### config.mk
export PLATFORM = sky130hd
export DESIGN_NAME = vm_vend_ctrl
export DESIGN_NICKNAME = d
export VERILOG_FILES = /design/src/rtl/vm_pkg.sv /design/src/rtl/vm_credit_timer.sv /design/src/rtl/vm_vend_ctrl.sv
export SDC_FILE = /design/constraint.sdc
export NUM_CORES = 1
export LEC_CHECK = 0
export CORE_MARGIN = 10
export CORE_UTILIZATION = 49
export DETAILED_ROUTE_END_ITERATION = 12
export PLACE_DENSITY_LB_ADDON = 0.12
export SYNTH_ARGS = -nofsm -noshare
export SYNTH_HDL_FRONTEND = slang
export SYNTH_SLANG_ARGS = --single-unit
### constraint.sdc
create_clock -name clock -period 3.2 [get_ports clock]
set_input_delay 0.8 -clock clock [delete_from_list [all_inputs] [get_ports clock]]
set_output_delay 0.8 -clock clock [all_outputs]
set_load 0.02 [all_outputs]
### src/rtl/vm_pkg.sv
// vm_pkg: coin/command encodings, FSM state type and coin unit value for the vending controller
package vm_pkg;
  localparam logic [1:0] COIN_NONE   = 2'b00;
  localparam logic [1:0] COIN_ONE    = 2'b01;
  localparam logic [1:0] COIN_TWO    = 2'b10;
  localparam logic [1:0] COIN_CANCEL = 2'b11;
  localparam int UNIT_VALUE = 5;
  typedef enum logic [1:0] {ST_IDLE, ST_CREDIT, ST_VEND, ST_CHANGE} state_t;
endpackage

### src/rtl/vm_credit_timer.sv
// vm_credit_timer: counts cycles spent in CREDIT since the last accepted coin, flags expiry
module vm_credit_timer #(
  parameter int TIMEOUT_CYC = 200
) (
  input  logic clock,
  input  logic reset,
  input  logic clr,
  input  logic run,
  output logic expire
);
  localparam int W = $clog2(TIMEOUT_CYC + 1);
  logic [W-1:0] cnt;
  always_ff @(posedge clock)
    cnt <= (reset || clr || !run) ? '0 : cnt + 1'b1;
  // fires on the cycle whose edge completes the TIMEOUT_CYC-th idle cycle
  assign expire = run && cnt == W'(TIMEOUT_CYC - 1);
endmodule

### src/rtl/vm_vend_ctrl.sv
// vm_vend_ctrl: coin credit / vend / change sequencer; optional idle refund under VM_TIMEOUT_EN
module vm_vend_ctrl
  import vm_pkg::*;
#(
  parameter int PRICE       = 3,
  parameter int CREDIT_W    = 4,
  parameter int TIMEOUT_CYC = 200
) (
  input  logic                clock,
  input  logic                reset,
  input  logic [1:0]          in,
  input  logic                vend_ack,
  input  logic                chg_ack,
  output logic                out,
  output logic                vend_req,
  output logic                chg_req,
  output logic                coin_accept,
  output logic                coin_reject,
  output logic [CREDIT_W-1:0] credit,
  output logic                busy
);
  state_t st, st_n;
  logic [CREDIT_W-1:0] credit_n;
  logic vreq_n, creq_n, out_n, acc_n, rej_n, coin, expire;
  assign coin = in == COIN_ONE || in == COIN_TWO;
`ifdef VM_TIMEOUT_EN
  vm_credit_timer #(.TIMEOUT_CYC(TIMEOUT_CYC)) u_timer (
    .clock (clock),
    .reset (reset),
    .clr   (coin),
    .run   (st == ST_CREDIT),
    .expire(expire)
  );
`else
  assign expire = 1'b0;
`endif
  always_comb begin
    st_n     = st;
    credit_n = credit;
    vreq_n   = vend_req;
    creq_n   = chg_req;
    out_n    = 1'b0;
    acc_n    = 1'b0;
    rej_n    = 1'b0;
    case (st)
      ST_IDLE, ST_CREDIT: begin
        if (coin) begin
          credit_n = credit + (in == COIN_TWO ? CREDIT_W'(2) : CREDIT_W'(1));
          acc_n    = 1'b1;
          st_n     = credit_n >= CREDIT_W'(PRICE) ? ST_VEND : ST_CREDIT;
          vreq_n   = credit_n >= CREDIT_W'(PRICE);
        end else if (st == ST_CREDIT && (in == COIN_CANCEL || expire)) begin
          st_n   = ST_CHANGE;
          creq_n = 1'b1;
        end
      end
      ST_VEND: begin
        rej_n = coin;
        if (vend_ack) begin
          credit_n = credit - CREDIT_W'(PRICE);
          vreq_n   = 1'b0;
          out_n    = 1'b1;
          creq_n   = credit_n != '0;
          st_n     = credit_n != '0 ? ST_CHANGE : ST_IDLE;
        end
      end
      ST_CHANGE: begin
        rej_n = coin;
        if (chg_ack && credit != '0) begin
          credit_n = credit - 1'b1;
          creq_n   = credit_n != '0;
          st_n     = credit_n != '0 ? ST_CHANGE : ST_IDLE;
        end
      end
      default: st_n = ST_IDLE;
    endcase
  end
  always_ff @(posedge clock) begin
    if (reset) begin
      st          <= ST_IDLE;
      credit      <= '0;
      vend_req    <= 1'b0;
      chg_req     <= 1'b0;
      out         <= 1'b0;
      coin_accept <= 1'b0;
      coin_reject <= 1'b0;
    end else begin
      st          <= st_n;
      credit      <= credit_n;
      vend_req    <= vreq_n;
      chg_req     <= creq_n;
      out         <= out_n;
      coin_accept <= acc_n;
      coin_reject <= rej_n;
    end
  end
  assign busy = st == ST_VEND || st == ST_CHANGE;
endmodule

## Yosys cells after proc, flatten, opt, wreduce, memory -nomap -nowiden

Cells that the tools add are included.
Widths: inputs -> output; s select.

- Add/subtract/negate cells: 3
- Div/mod/pow operators: 0
- Equal/unequal tests: 12
- Bitwise operators: 3
- Reduce and logical (&&, ||, !) cells: 18
- Shift-type cells: 0
- Magnitude comparators: 1
- Multipliers: 0
- Mux-type cells: 23

Operator list:

| operator | number |
|---|---|
| $mux 2 | 8 |
| $mux 4 | 3 |
| $pmux 4 s3 | 1 |
| $reduce_bool 4->1 | 3 |
| $ne 2x2->1 const B | 5 |
| $reduce_or 2->1 | 5 |
| $reduce_and 3->1 | 3 |
| $eq 2x2->1 const B | 4 |
| $mux 1 | 8 |
| $pmux 2 s3 | 1 |
| $add 4x2->4 | 1 |
| $eq 2x1->1 const B | 2 |
| $ge 4x2->1 const B | 1 |
| $reduce_and 4->1 | 1 |
| $sub 4x1->4 const B | 1 |
| $sub 4x2->4 const B | 1 |
| $ne 3x3->1 const B | 1 |
| $not 1->1 | 3 |
| $pmux 1 s3 | 1 |
| $logic_and 1x1->1 | 2 |
| $logic_not 2->1 | 1 |
| $logic_or 1x1->1 | 2 |
| $pmux 1 s2 | 1 |
| $reduce_bool 2->1 | 1 |

- Output and inout port bits: 10
- Bits in latches: 0
- Register bits: 11
- Memories kept: 0
- Bits in writable memories: 0
- Bits in read-only memories: 0

## Depth between registers and ports, before layout

Gate-level depths: netlist (run 1).

- Depth in word-level cells: 7
- Depth in mapped cells: 9

## Worst setup path before layout (run 1)

OpenSTA, ideal clock, no wires.

- Kind: input -> register
- Start point: input port in[0]
- End point: register st[0]
- Buffers on the path: 0
- Library setup time: 0.091 ns
- Cell stages on the path: 9
- Data arrival time: 2.436 ns
- Slack: 0.673 ns
- Required time: 3.109 ns
- Cells stage by stage: inv_1 > ha_1 > inv_1 > ha_1 > fa_1 > and2_1 > nor3_1 > a221oi_1 > a311oi_1

- Cells in the longest elaborated chain, start to end: 7

Ends and longest elaborated chain:

| element | RTL line | source |
|---|---|---|
| from (decl) | vm_vend_ctrl.sv:11 | `input logic [1:0] in,` |
| $eq 2x2->1 | vm_vend_ctrl.sv:25, vm_vend_ctrl.sv:48 |  |
| $mux 2 | vm_vend_ctrl.sv:48 | `credit_n = credit + (in == COIN_TWO ? CREDIT_W'(2) : CREDIT_W'(1));` |
| $add 4x2->4 | vm_vend_ctrl.sv:48 |  |
| $ge 4x2->1 | vm_vend_ctrl.sv:50 | `st_n = credit_n >= CREDIT_W'(PRICE) ? ST_VEND : ST_CREDIT;` |
| $mux 2 | vm_vend_ctrl.sv:50 |  |
| $mux 2 | vm_vend_ctrl.sv:47 | `if (coin) begin` |
| $pmux 2 s3 | vm_vend_ctrl.sv:45 | `case (st)` |
| to (signal assigned) | vm_vend_ctrl.sv:88 | `st <= st_n;` |
| to (decl) | vm_vend_ctrl.sv:22 | `state_t st, st_n;` |

Parallel ways exist; a longest one is shown, timed or not.
A chain may end at the register's enable or synchronous reset.

## Worst setup path after layout (run 1)

Ends and elaborated chain as after synthesis.

==> run_results.csv, run 1 <==
group,metric,value,unit
run_status,status,"finished clean",
cells_and_area,layout-drive-gt1-share,6.48,%
global_routing,grt_overflow,0,
synth,synth.area.top_cells,"dfxtp_1 (27%), ha_1 (11%), a21oi_1 (4.3%)",
sta,hold_ws,530,ps
worst_setup_path,reg2reg_from,"credit[0]",
synth,synth_seq_cells,11,
worst_setup_path,crit_slowest_cell,"clkdlybuf4s50_1",
cells_and_area,fin_nets,123,
power_and_ir_drop,power_per_cell_area,921,nW/um^2
die,dieWidth,60.6,um
worst_setup_path,crit_path_end_kind,"flip-flop",
cells_and_area,n_antenna_cell,0,
cts,clk_latency,270,ps
place,portBuffers,15,
worst_setup_path,crit_chain,"clkdlybuf4s50_1 > inv_1 > ha_1 > inv_1 > ha_1 > fa_1 > and2_1 > nor3_1 > a221oi_1 > a311oi_1",
synth,synth_area,806,um^2
worst_setup_path,cp-startpoint,"in[0]",
cells_and_area,post-route-util,64.1,%
place,place.gp.congestion,0.830,
synth,yosysTopAreaCell,"dfxtp_1",
synth,syn_nets,109,
routing,via_count,737,
power_and_ir_drop,ir_drop,0.464,mV
sta,tns,0,ps
cells_and_area,finish.instance_area,977,um^2
die,io_pins,16,
place,dp_cells,120,
min_path,hp-class,"reg2reg",
routing,first_pass_iters,4,
sta,rsz0062_at_grt,"no",
cts,cts-root-buf,"clkbuf_4",
die,die_h,60.6,um
cts,cts_made_buffers,3,
synth,syn_area_per_cell,8.48,um^2
global_routing,gr-usage-all-layers,11.6,%
synth,ys_warn_count,0,
sta,clock.fmax,344,MHz
synth,syn_inst,95,
cts,cts_buffer_depth,2,
power_and_ir_drop,finalPower,0.900,mW
global_routing,grt_pass1_vias,710,
global_routing,grt_max_degree,21,
cells_and_area,area_growth,21.3,%
routing,drtIter0Drc,18,
die,rows,14,
worst_setup_path,required,3390,ps
sta,hold_violations,0,
job,drv_cap,0,
sta,layout_min_cycle_time,2900,ps
min_path,worstHoldStart,"chg_req",
routing,wl,1900,um
synth,synth_cell_types,35,
die,die_area,3670,um^2
worst_setup_path,crit_arrival,3090,ps
cts,cts_setup_buffers,0,
sta,slew_headroom,60.1,%
cells_and_area,final_cell_mix,"clkdlybuf4s50_1 (15), dfxtp_1 (11), a21oi_1 (7), ha_1 (7)",
worst_setup_path,crit_path_max_fanout,3,
worst_setup_path,worst-path-buf-inv,3,
global_routing,grt_first_pass_wirelength,3370,um
sta,skew,3.96,ps
sta,period_share,90.8,%
place,dp_hpwl,1490,um
worst_setup_path,critical-path-top-delay-family,"adder cells",
cts,cts.sinks,11,
sta,setup_ws,296,ps
power_and_ir_drop,leakage,0.372,nW
synth,synth.top_cell.area_share,27.3,%
routing,wl_per_cell,15.3,um
routing,vias_per_cell,5.94,
synth,yosysSeqAreaShare,27.3,%
cts,path_clk_slew,80,ps
cts,cts_tree,"built",
cells_and_area,final_common_cell,"clkdlybuf4s50_1",
sta,tightest_slew,597,ps
die,core_area,1520,um^2
cts,cts_resized,0,
worst_setup_path,crit_path_start_kind,"input port",
sta,slew_violations,0,
routing,antenna_left,0,
worst_setup_path,critPathKind,"in2reg",
place,post-place-ws,-9.98,ps
worst_setup_path,critPathMaxStageDelay,480,ps
routing,drc,0,
place,place_area,951,um^2
die,initial_core_util,52.9,%
global_routing,antenna_found_initial,0,
sta,finalSetupViolCount,0,
cells_and_area,finalNonFillerCells,124,
cells_and_area,nFillCells,135,
cts,htree_levels,1,
cts,cts-hold-fix-buffers,0,
cells in the mapped netlist:
master,count
a211oi_1,1
a21o_1,1
a21oi_1,7
a221oi_1,1
a311o_1,2
a311oi_1,4
a311oi_4,1
a31oi_1,2
a32oi_1,2
and2_1,1
and3b_1,1
buf_2,2
clkbuf_1,4
dfxtp_1,11
fa_1,1
ha_1,7
inv_1,6
maj3_1,1
nand2_1,4
nand2b_1,3
nand3_1,2
nor2_1,6
nor2_2,1
nor2b_1,4
nor3_1,6
o2111ai_1,2
o21a_1,1
o21ai_0,3
o2bb2ai_1,1
o31ai_1,1
or2_2,1
or3b_4,1
or4_1,1
xnor2_1,2
xor2_1,1
state kept, by name (all words and copies together) (netlist names):
signal       cells
st               2
coin_reject      1
out              1
coin_accept      1
chg_req          1
credit           4
vend_req         1
tightest hold or removal path, cell delays in order (launching register included):
cell and delay [ps]:
dfxtp_1 320, a21oi_1 110, a211oi_1 60
cells by family (layout without fill, tap and decap cells):
logic type	count (synthesis)	count (layout)	share of synthesized area (%)
flip-flops	11	11	27.3
AND/OR/NAND/NOR	31	31	20.8
adder cells (fa/ha/maj)	9	9	14.6
buffers and inverters	12	25	5.90
XOR/XNOR	3	3	3.26
AO/OA/AOI/OAI	29	29	28.1
power by group:
part / internal (mW) / switching [mW]
clock network: 0.0483 / 0.0491
registers: 0.181 / 0.0944
logic: 0.256 / 0.271
total: 0.486 / 0.414
metal layers:
metal  share of wire, %  global-route usage (%)  vias to the layer above
li1                   -                       -                      379
met1                 48                    15.6                      342
met2                 46                    17.4                       14
met3                5.6                    4.38                        2
met4               0.42                    1.88                        0
met5                  0                       0                        -
layout make-up:
class / instances / area [um^2] / area share, %
multi-input cells: 72 / 538 / 55.1
clock buffers: 4 / 26.3 / 2.69
inverters: 6 / 22.5 / 2.30
well taps: 16 / 20.0 / 2.05
flip-flops and latches: 11 / 220 / 22.5
repair buffers: 15 / 150 / 15.4
worst paths after layout:
check,depth (start not counted),slack (ps),end
setup reg to reg,6,1160,st[0]
hold / removal,2,530,chg_req
hold reg to reg,2,530,chg_req
setup / recovery,10,300,st[0]
Power figures use the tool's default switching activity.
==> run 2: changes to the inputs <==
--- a/config.mk
+++ b/config.mk
@@ -5,7 +5,6 @@
 export SDC_FILE = /design/constraint.sdc
 export NUM_CORES = 1
 export LEC_CHECK = 0
-export CORE_MARGIN = 10
 export CORE_UTILIZATION = 49
 export DETAILED_ROUTE_END_ITERATION = 12
 export PLACE_DENSITY_LB_ADDON = 0.12
==> run 2 against run 1 <==
First-iteration DRC count fell by 28%. Via count up 1.1%. Combinational power is 7.4% higher. Non-clock buffer count increased by 1. Cell area is 0.77% higher. Worst hold slack hardly changed. Sequential cell count stayed put. Total power rose by 2.0%. Die area down 51%.
==> run_results.csv, run 2 (same netlist as run 1, synthesis figures left out) <==
group,metric,value,unit
run_status,status,"finished clean",
power_and_ir_drop,clockPowerShare,10.6,%
cts,clk_latency,270,ps
sta,finalSetupViolCount,0,
routing,drc,0,
cts,path_clk_slew,70,ps
cells_and_area,layout-drive-gt1-share,7.34,%
cts,cts_buffer_depth,2,
worst_setup_path,required,3380,ps
global_routing,grt_overflow,0,
cts,cts_resized,0,
place,post-place-ws,-18.1,ps
worst_setup_path,crit_path_start_kind,"input port",
die,rows,14,
routing,antenna_left,0,
place,dp_hpwl,1450,um
cts,cts.sinks,11,
power_and_ir_drop,p_int,0.493,mW
worst_setup_path,worst-path-buf-inv,3,
sta,tns,0,ps
cts,cts_setup_buffers,0,
sta,skew,0.733,ps
place,portBuffers,15,
cells_and_area,regMostFlops,"credit",
sta,slew_violations,0,
die,die_area,1810,um^2
worst_setup_path,crit_slowest_cell,"clkdlybuf4s50_1",
cells_and_area,n_antenna_cell,0,
routing,first_pass_iters,4,
min_path,hp-class,"reg2reg",
worst_setup_path,crit_path_end_kind,"flip-flop",
place,dp_cells,121,
sta,tightest_slew,486,ps
sta,rsz0062_at_grt,"no",
worst_setup_path,crit_path_max_fanout,3,
global_routing,antenna_found_initial,0,
worst_setup_path,critical-path-top-delay-family,"adder cells",
cells_and_area,fin_nets,124,
global_routing,grt_first_pass_wirelength,3260,um
die,initial_core_util,52.9,%
place,place.gp.congestion,0.847,
power_and_ir_drop,ir_drop,0.555,mV
cts,cts-root-buf,"clkbuf_4",
cells_and_area,reg_top3,"credit (4), st (2)",
job,drv_cap,0,
power_and_ir_drop,leakage,0.377,nW
sta,hold_violations,0,
cells_and_area,nFillCells,140,
power_and_ir_drop,combPwrFrac,61.7,%
cells_and_area,finalNonFillerCells,125,
cts,cts-hold-fix-buffers,0,
die,core_area,1520,um^2
die,dieWidth,42.6,um
sta,period_share,91.0,%
cells_and_area,largest_reg_flops,4,
global_routing,gr-usage-all-layers,23.1,%
routing,wl_per_cell,15.0,um
power_and_ir_drop,switching_share,46.2,%
sta,layout_min_cycle_time,2910,ps
routing,via_count,745,
cts,htree_levels,1,
sta,setup_ws,287,ps
sta,slew_headroom,67.5,%
routing,vias_per_cell,5.96,
cells_and_area,final_cell_mix,"clkdlybuf4s50_1 (15), dfxtp_1 (11), a21oi_1 (7), ha_1 (7)",
routing,drtIter0Drc,13,
power_and_ir_drop,pwr-share-seq,27.8,%
cts,cts_tree,"built",
cells_and_area,area_growth,22.2,%
die,io_pins,16,
power_and_ir_drop,power_per_cell_area,932,nW/um^2
power_and_ir_drop,power.net_switching,0.424,mW
die,die_h,42.6,um
worst_setup_path,crit_chain,"clkdlybuf4s50_1 > inv_1 > ha_1 > inv_1 > ha_1 > fa_1 > and2_1 > nor3_1 > a221oi_1 > a311oi_1",
worst_setup_path,crit_arrival,3100,ps
worst_setup_path,critPathMaxStageDelay,490,ps
worst_setup_path,critPathKind,"in2reg",
global_routing,grt_pass1_vias,712,
global_routing,grt_max_degree,21,
routing,wl,1870,um
cts,cts_made_buffers,3,
cells_and_area,final_common_cell,"clkdlybuf4s50_1",
sta,clock.fmax,343,MHz
-- run 2: power by group through the flow --
stage	Clock [mW]	Sequential [mW]	Combinational, mW
floorplan	0	0.263	0.390
global placement	0	0.254	0.546
detailed placement	0	0.255	0.563
CTS	0.0985	0.252	0.565
global route	0.105	0.262	0.626
finish	0.0968	0.255	0.566
-- run 2: metrics by stage --
step                hold slack, ps  power [mW]  utilization (%)  instance area (um^2)
global placement               513       0.800             62.9                   958
floorplan                      566       0.654                -                   806
finish                         529       0.918             64.6                   985
global route                   569       0.993             64.6                   985
CTS                            532       0.915             64.6                   985
detailed placement             520       0.819             62.9                   958
-- run 2: metal layers --
metal	global-route usage, %	vias up	share of wire, %
met3	7.76	2	6.3
met1	31.0	339	47
met4	6.88	0	0.53
met2	35.1	26	47
li1	-	378	-
met5	0	-	0
-- run 2: tightest hold or removal path: cells and delay by family (launching register included) --
family / cells / cell delay [ps]
DFF: 1 / 310
AOI/OAI and AO/OA: 2 / 170
-- run 2: path summary, 6_finish.rpt --
| kind | startpoint | to | slack (ps) | depth (start not counted) |
|---|---|---|---|---|
| worst max-delay path | in[0] | st[0] | 290 | 10 |
| worst min-delay path | chg_req | chg_req | 530 | 2 |
| worst max register to register | credit[0] | st[0] | 1170 | 6 |
| worst min register to register | chg_req | chg_req | 530 | 2 |
-- run 2: cell type report --
type                    instances  area (um^2)  area share [%]
flip-flops and latches         11          220            22.4
repair buffers                 16          158            16.0
inverters                       6         22.5            2.29
multi-input cells              72          538            54.6
clock buffers                   4         26.3            2.67
well taps                      16         20.0            2.03
